`src/rtl/mult_div_unit.sv`:
```
// Iterative multiply/divide unit with architectural HI/LO registers.
// Multiplies use a shift-add over a 2*XLEN accumulator and divides use
// restoring shift-subtract. Both run on operand magnitudes, and the sign
// is fixed up in a final cycle before HI/LO are written.
module mult_div_unit #(
  parameter int XLEN = 32
) (
  input  logic            clock,
  input  logic            reset_n,
  input  logic            start,
  input  logic [1:0]      OP,
  input  logic [XLEN-1:0] In1,
  input  logic [XLEN-1:0] In2,
  input  logic            hi_we,
  input  logic            lo_we,
  input  logic [XLEN-1:0] wdata,
  output logic            busy,
  output logic            done,
  output logic [XLEN-1:0] hi,
  output logic [XLEN-1:0] lo
);

  localparam int CW = $clog2(XLEN + 1);

  typedef enum logic [1:0] {IDLE, CALC, FIN} state_t;

  state_t                state_reg, state_next;
  logic [CW-1:0]         count_reg, count_next;
  logic                  div_reg, div_next;           // 1: divide, 0: multiply
  logic [XLEN-1:0]       operand_reg, operand_next;   // multiplicand or divisor magnitude
  logic [2*XLEN-1:0]     acc_reg, acc_next;           // {upper/remainder, lower/quotient}
  logic                  neg_res_reg, neg_res_next;   // product or quotient must be negated
  logic                  neg_rem_reg, neg_rem_next;   // remainder must be negated
  logic                  div_zero_reg, div_zero_next;
  logic [XLEN-1:0]       hi_reg, hi_next;
  logic [XLEN-1:0]       lo_reg, lo_next;
  logic                  done_reg, done_next;

  logic                  start_signed;
  logic                  in1_neg, in2_neg;
  logic [XLEN-1:0]       in1_mag, in2_mag;
  logic [XLEN:0]         mul_sum;
  logic [2*XLEN-1:0]     mul_step;
  logic [XLEN:0]         div_shift;
  logic [XLEN:0]         div_diff;
  logic                  div_ok;
  logic [2*XLEN-1:0]     div_step;
  logic [2*XLEN-1:0]     prod_signed;
  logic [XLEN-1:0]       quot_signed;
  logic [XLEN-1:0]       rem_signed;

  // Operand magnitudes and sign capture at launch; OP[0]=0 marks the signed ops.
  assign start_signed = ~OP[0];
  assign in1_neg      = start_signed & In1[XLEN-1];
  assign in2_neg      = start_signed & In2[XLEN-1];
  assign in1_mag      = in1_neg ? -In1 : In1;
  assign in2_mag      = in2_neg ? -In2 : In2;

  // One shift-add step: add multiplicand to the upper half when the current
  // multiplier bit (acc bit 0) is set, then shift the whole accumulator right.
  assign mul_sum  = {1'b0, acc_reg[2*XLEN-1:XLEN]} +
                    (acc_reg[0] ? {1'b0, operand_reg} : {(XLEN+1){1'b0}});
  assign mul_step = {mul_sum, acc_reg[XLEN-1:1]};

  // One restoring divide step: bring the next dividend bit into the partial
  // remainder and subtract the divisor only if it fits.
  assign div_shift = {acc_reg[2*XLEN-1:XLEN], acc_reg[XLEN-1]};
  assign div_diff  = div_shift - {1'b0, operand_reg};
  assign div_ok    = (div_shift >= {1'b0, operand_reg});
  assign div_step  = div_ok ? {div_diff[XLEN-1:0],  acc_reg[XLEN-2:0], 1'b1}
                            : {div_shift[XLEN-1:0], acc_reg[XLEN-2:0], 1'b0};

  // Final sign fix-up of the magnitude results.
  assign prod_signed = neg_res_reg ? -acc_reg : acc_reg;
  assign quot_signed = neg_res_reg ? -acc_reg[XLEN-1:0] : acc_reg[XLEN-1:0];
  assign rem_signed  = neg_rem_reg ? -acc_reg[2*XLEN-1:XLEN] : acc_reg[2*XLEN-1:XLEN];

  assign busy = (state_reg != IDLE);
  assign done = done_reg;
  assign hi   = hi_reg;
  assign lo   = lo_reg;

  // Next-state and datapath updates for IDLE launch / CALC iterate / FIN write-back.
  always_comb begin
    state_next    = state_reg;
    count_next    = count_reg;
    div_next      = div_reg;
    operand_next  = operand_reg;
    acc_next      = acc_reg;
    neg_res_next  = neg_res_reg;
    neg_rem_next  = neg_rem_reg;
    div_zero_next = div_zero_reg;
    hi_next       = hi_reg;
    lo_next       = lo_reg;
    done_next     = 1'b0;
    case (state_reg)
      IDLE: begin
        if (start) begin
          // start wins over a simultaneous mthi/mtlo write
          div_next      = OP[1];
          neg_res_next  = in1_neg ^ in2_neg;
          neg_rem_next  = in1_neg;
          div_zero_next = OP[1] & (In2 == {XLEN{1'b0}});
          count_next    = CW'(XLEN);
          state_next    = CALC;
          if (OP[1]) begin
            acc_next     = {{XLEN{1'b0}}, in1_mag};
            operand_next = in2_mag;
          end else begin
            acc_next     = {{XLEN{1'b0}}, in2_mag};
            operand_next = in1_mag;
          end
        end else begin
          if (hi_we) hi_next = wdata;
          if (lo_we) lo_next = wdata;
        end
      end
      CALC: begin
        acc_next   = div_reg ? div_step : mul_step;
        count_next = count_reg - CW'(1);
        if (count_reg == CW'(1)) state_next = FIN;
      end
      FIN: begin
        if (div_reg) begin
          // a zero divisor leaves the dividend magnitude in the remainder,
          // which sign-corrects back to the original dividend
          lo_next = div_zero_reg ? {XLEN{1'b1}} : quot_signed;
          hi_next = rem_signed;
        end else begin
          hi_next = prod_signed[2*XLEN-1:XLEN];
          lo_next = prod_signed[XLEN-1:0];
        end
        done_next  = 1'b1;
        state_next = IDLE;
      end
      default: state_next = IDLE;
    endcase
  end

  // FSM state register.
  always_ff @(posedge clock or negedge reset_n) begin
    if (!reset_n) state_reg <= IDLE;
    else          state_reg <= state_next;
  end

  // Datapath and HI/LO registers; reset discards any operation in flight.
  always_ff @(posedge clock or negedge reset_n) begin
    if (!reset_n) begin
      count_reg    <= '0;
      div_reg      <= 1'b0;
      operand_reg  <= '0;
      acc_reg      <= '0;
      neg_res_reg  <= 1'b0;
      neg_rem_reg  <= 1'b0;
      div_zero_reg <= 1'b0;
      hi_reg       <= '0;
      lo_reg       <= '0;
      done_reg     <= 1'b0;
    end else begin
      count_reg    <= count_next;
      div_reg      <= div_next;
      operand_reg  <= operand_next;
      acc_reg      <= acc_next;
      neg_res_reg  <= neg_res_next;
      neg_rem_reg  <= neg_rem_next;
      div_zero_reg <= div_zero_next;
      hi_reg       <= hi_next;
      lo_reg       <= lo_next;
      done_reg     <= done_next;
    end
  end

endmodule

```
`config.mk`:
```
export PLATFORM = sky130hd
export DESIGN_NAME = mult_div_unit
export DESIGN_NICKNAME = d
export VERILOG_FILES = /design/src/rtl/mult_div_unit.sv
export SDC_FILE = /design/constraint.sdc
export NUM_CORES = 1
export LEC_CHECK = 0
export BUFFER_PORTS_ARGS = -buffer_cell sky130_fd_sc_hd__buf_2
export CAP_MARGIN = 20
export CORE_MARGIN = 10
export CORE_UTILIZATION = 25
export CTS_CLUSTER_DIAMETER = 120
export DETAILED_ROUTE_END_ITERATION = 6
export PLACE_DENSITY = 0.54
export SLEW_MARGIN = 20
export SYNTH_ARGS = -nofsm -noshare
export SYNTH_HDL_FRONTEND = slang
export SYNTH_SLANG_ARGS = --single-unit
```
`constraint.sdc`:
```
create_clock -name clock -period 3.2 [get_ports clock]
set_input_delay 0.48 -clock clock [delete_from_list [all_inputs] [get_ports clock]]
set_output_delay 0.48 -clock clock [all_outputs]
set_load 0.005 [all_outputs]
```
==> results.txt <==
----------------------------------------------------
[Detailed routing]
  Vias per cell ... between 5 and 6
  Pre-Repair DR Iteration Count ... 5
  Wirelength, routed ... ~65 mm
  Routed vias ... 16,162
  Wire length per cell ... 21.1 µm
  Number of nets with antenna violations after routing ... 0
  DRC violation count after routing ... 0
  Detailed Route Iter0 Violations ... 1,364

[Synth]
  Net Count, Synth ... 2,104
  Largest family of logic cells by synthesized area ... compound AO/OA/AOI/OAI gates
  Post-synthesis xor/xnor area fraction ... roughly 10%
  Synthesized area per cell ... 7.81 µm²
  Part of the Yosys area used for sequential elements ... 28.7%
  Synthesized-area fraction occupied by ao, oa, aoi and oai cells ... 27.7%
  Area share of fa/ha/maj cells after synthesis ... 6.08%
  Most instantiated library cell after synthesis ... sky130_fd_sc_hd__nand2_1
  Cell accounting for the most synthesized area ... sky130_fd_sc_hd__dfrtp_1
  Proportion of synthesized area in mux cells ... 4.74%
  Yosys top cell area share ... 28.7%
  Summed instance area of the synthesized netlist ... 15,100 µm²
  Most used flip-flop cell after synthesis ... sky130_fd_sc_hd__dfrtp_1
  Top cells by instance count after synthesis ... sky130_fd_sc_hd__nand2_1 (218), sky130_fd_sc_hd__o21ai_0 (185), sky130_fd_sc_hd__a21oi_1 (178)
  Post-synth EDFFs ... 0
  Total number of yosys warnings ... 0
  Count of cell types in the netlist ... 74
  Most area-consuming cells after synthesis ... sky130_fd_sc_hd__dfrtp_1 (29%), sky130_fd_sc_hd__o21ai_0 (6.1%), sky130_fd_sc_hd__a21oi_1 (5.9%)
  Synthesized netlist cell count ... 1,929
  Simple-Gate Fraction of Synth Area ... roughly 18%
  Share of synthesized registers carrying an async set or reset ... 100%
  Post-synthesis sequential element count ... 173

[Clock tree]
  Maximum clock insertion buffer count ... 2
  Skew-Pair Late Insertion Delay ... 480 ps
  # H-tree levels ... 4
  CTS tree ... built
  Clk pin slew, worst setup/hold paths ... 80 ps
  Sinks on the clock net ... between 150 and 200
  Number of buffers created by CTS ... 17
  Root buffer cell ... sky130_fd_sc_hd__clkbuf_16

[Place]
  Worst slack at placement ... -119 ps
  Placer Congestion ... approximately 0.95
  Post-Place Cells ... 3,004
  I/O Buffers ... roughly 170
  Sum of net half-perimeters after detailed placement ... 51.6 mm
  DP Area ... about 18,000 µm²

[Setup path]
  Critical Path End Type ... register
  Endpoint required time on the critical path ... approximately 3600 ps
  Crit path max fanout ... 3
  Crit Path Category ... reg -> reg
  Crit path arrival time ... 3510 ps
  Startpoint Class ... register

[Floorplanning]
  Initial Util ... between 20% and 30%
  DIE WIDTH ... about 270 µm
  Placeable core area ... 59,400 µm²
  Die Outline Area ... 70,500 µm²
  Top-level port count ... 169
  Y dimension of the die ... 265 µm
  Number of rows in the core area ... between 80 and 90

[Power]
  Internal power ... 12.5 mW
  Net Switching ... approximately 12 mW
  Design Power ... 24.4 mW
  Portion of total power attributed to combinational logic ... approximately three quarters
  Leakage power figure ... around 8.7 nW
  Switching power as a share of total power ... 49.0%
  Clock network fraction of design power ... 8.9%
  Sequential share of power ... 17.3%
  VDD IR-drop max ... between 0.0004 and 0.0005 V
  Power per cell area ... 1240 nW/µm²

[Timing]
  RSZ-0062 raised after global routing ... yes
  Final hold violations ... 0
  Upper clock frequency limit ... around 0.32 GHz
  Slew at the pin with the worst max-slew slack ... 1150 ps
  Normalized max-slew margin ... between 20% and 30%
  Fin. max-slew vios ... 0
  Fraction of the cycle the final worst path needs ... between 90% and 100%
  Post-Route Skew ... about 19 ps
  Min setup slack post-route ... 50.3 ps
  Final setup violating endpoints ... 0
  Clock period minus final worst setup slack ... 3150 ps

[GRT]
  Number of global-route vias before repair ... 15,676
  Initial antenna violation count ... 3
  Leftover overflow at the end of global routing ... 0
  Total routing resource utilization after global routing ... 17.5%
  Pin count of the biggest net entering global routing ... 80
  First-pass GRT wire length ... ~96 mm

[Finish]
  Area added between synthesis and finish ... 31.0%
  Number of flip-flops under the largest register name ... 64
  Non-filler instance count after layout ... 3,060
  Count of antenna diodes in the layout ... 0
  Total number of nets in the final design ... 2,449
  Fraction of final layout cells with drive strength greater than 1 ... 26.2%
  Final Cell Area ... 19,700 µm²

[Status]
  Outcome ... finished clean

[Worst hold path]
  Hold Path Class ... in -> reg

[Job]
  Number of maximum-capacitance violations ... 0

----------------------------------------------------
-- area by class of cell --
class | count | area, µm²
Tap cell | 773 | 967
Inverter | 80 | 300
Clock inverter | 15 | 154
Fill cell | 6262 | 39600
Timing Repair Buffer | 447 | 3050
Sequential cell | 173 | 4330
Clock buffer | 17 | 425
Multi-Input combinational cell | 1555 | 10500
-- path summary, 6_finish.rpt --
check	to	slack [ps]	start	cells after the start
worst min-delay path	lo[9]	250	wdata[9]	2
worst max register to register	acc_reg[57]	50	operand_reg[0]	15
max in group asynchronous	lo[15]	1750	reset_n	3
min in group asynchronous	hi[6]	560	reset_n	2
worst max-delay path	acc_reg[57]	50	operand_reg[0]	15
worst min register to register	lo[25]	480	lo[25]	2
-- metrics by stage --
stage	hold slack, ps	setup TNS [ps]	utilization (%)
3_5_place_dp	470	-1000	31.0
3_3_place_gp	463	-885	31.0
4_1_cts	224	-0.0979	32.3
6_report	247	0	33.2
2_1_floorplan	184	0	-
5_1_grt	252	-751	33.2
-- power groups by stage --
| stage | logic (mW) | registers [mW] | clock network [mW] |
|---|---|---|---|
| global route | 19.5 | 4.36 | 2.29 |
| finish | 18.0 | 4.24 | 2.18 |
| global placement | 16.3 | 4.20 | 0 |
| floorplan | 9.46 | 4.13 | 0 |
| detailed placement | 16.4 | 4.23 | 0 |
| CTS | 16.7 | 4.19 | 2.21 |
-- cell families after synthesis --
family                     after synthesis
DFF                                    173
and+or+nand+nor                        574
muxes                                   71
adders and majority gates               72
buffers and inverters                  201
AOI/OAI and AO/OA                      670
xor gates and xnor gates               168
-- timing repair --
action                                  in CTS  in global routing
endpoints found under the setup margin      15                 58
pin swaps                                   10                 53
buffers inserted                             3                 18
hold buffers                                 1                  0
endpoints found under the hold margin        3                  0
resized for setup                           25                 91
gates cloned                                 0                  2
-- placed cells by master, fill, tap and decap left out, types with 52 or more instances in the layout --
cell / count
sky130_fd_sc_hd__buf_4: 270
sky130_fd_sc_hd__nand2_1: 214
sky130_fd_sc_hd__o21ai_0: 174
sky130_fd_sc_hd__dfrtp_1: 169
sky130_fd_sc_hd__a21oi_1: 166
sky130_fd_sc_hd__buf_2: 166
sky130_fd_sc_hd__nor2_1: 140
sky130_fd_sc_hd__xnor2_1: 91
sky130_fd_sc_hd__xor2_1: 75
sky130_fd_sc_hd__mux2i_1: 68
sky130_fd_sc_hd__inv_1: 67
sky130_fd_sc_hd__a211oi_1: 52
sky130_fd_sc_hd__ha_1: 52
-- worst max-delay path, stage by stage (launching register included) --
cell and delay [ps]:
sky130_fd_sc_hd__dfrtp_1 390, sky130_fd_sc_hd__and2_4 170, sky130_fd_sc_hd__ha_4 130, sky130_fd_sc_hd__inv_1 50
sky130_fd_sc_hd__fa_2 360, sky130_fd_sc_hd__nor2b_2 130, sky130_fd_sc_hd__o21ai_1 60, sky130_fd_sc_hd__nand2b_1 140
sky130_fd_sc_hd__a32oi_2 140, sky130_fd_sc_hd__o311a_1 430, sky130_fd_sc_hd__o31ai_2 210, sky130_fd_sc_hd__buf_4 150
sky130_fd_sc_hd__a31oi_1 90, sky130_fd_sc_hd__mux2i_1 180, sky130_fd_sc_hd__o22ai_1 120, sky130_fd_sc_hd__a221o_1 280
-- metal layers --
layer / routed length [µm] / track usage [%]
met1: 28800 / 23.0
met2: 29200 / 27.8
met3: 4520 / 3.66
met4: 1980 / 6.68
met5: 17 / 0
(Power assumes the default switching activity.)
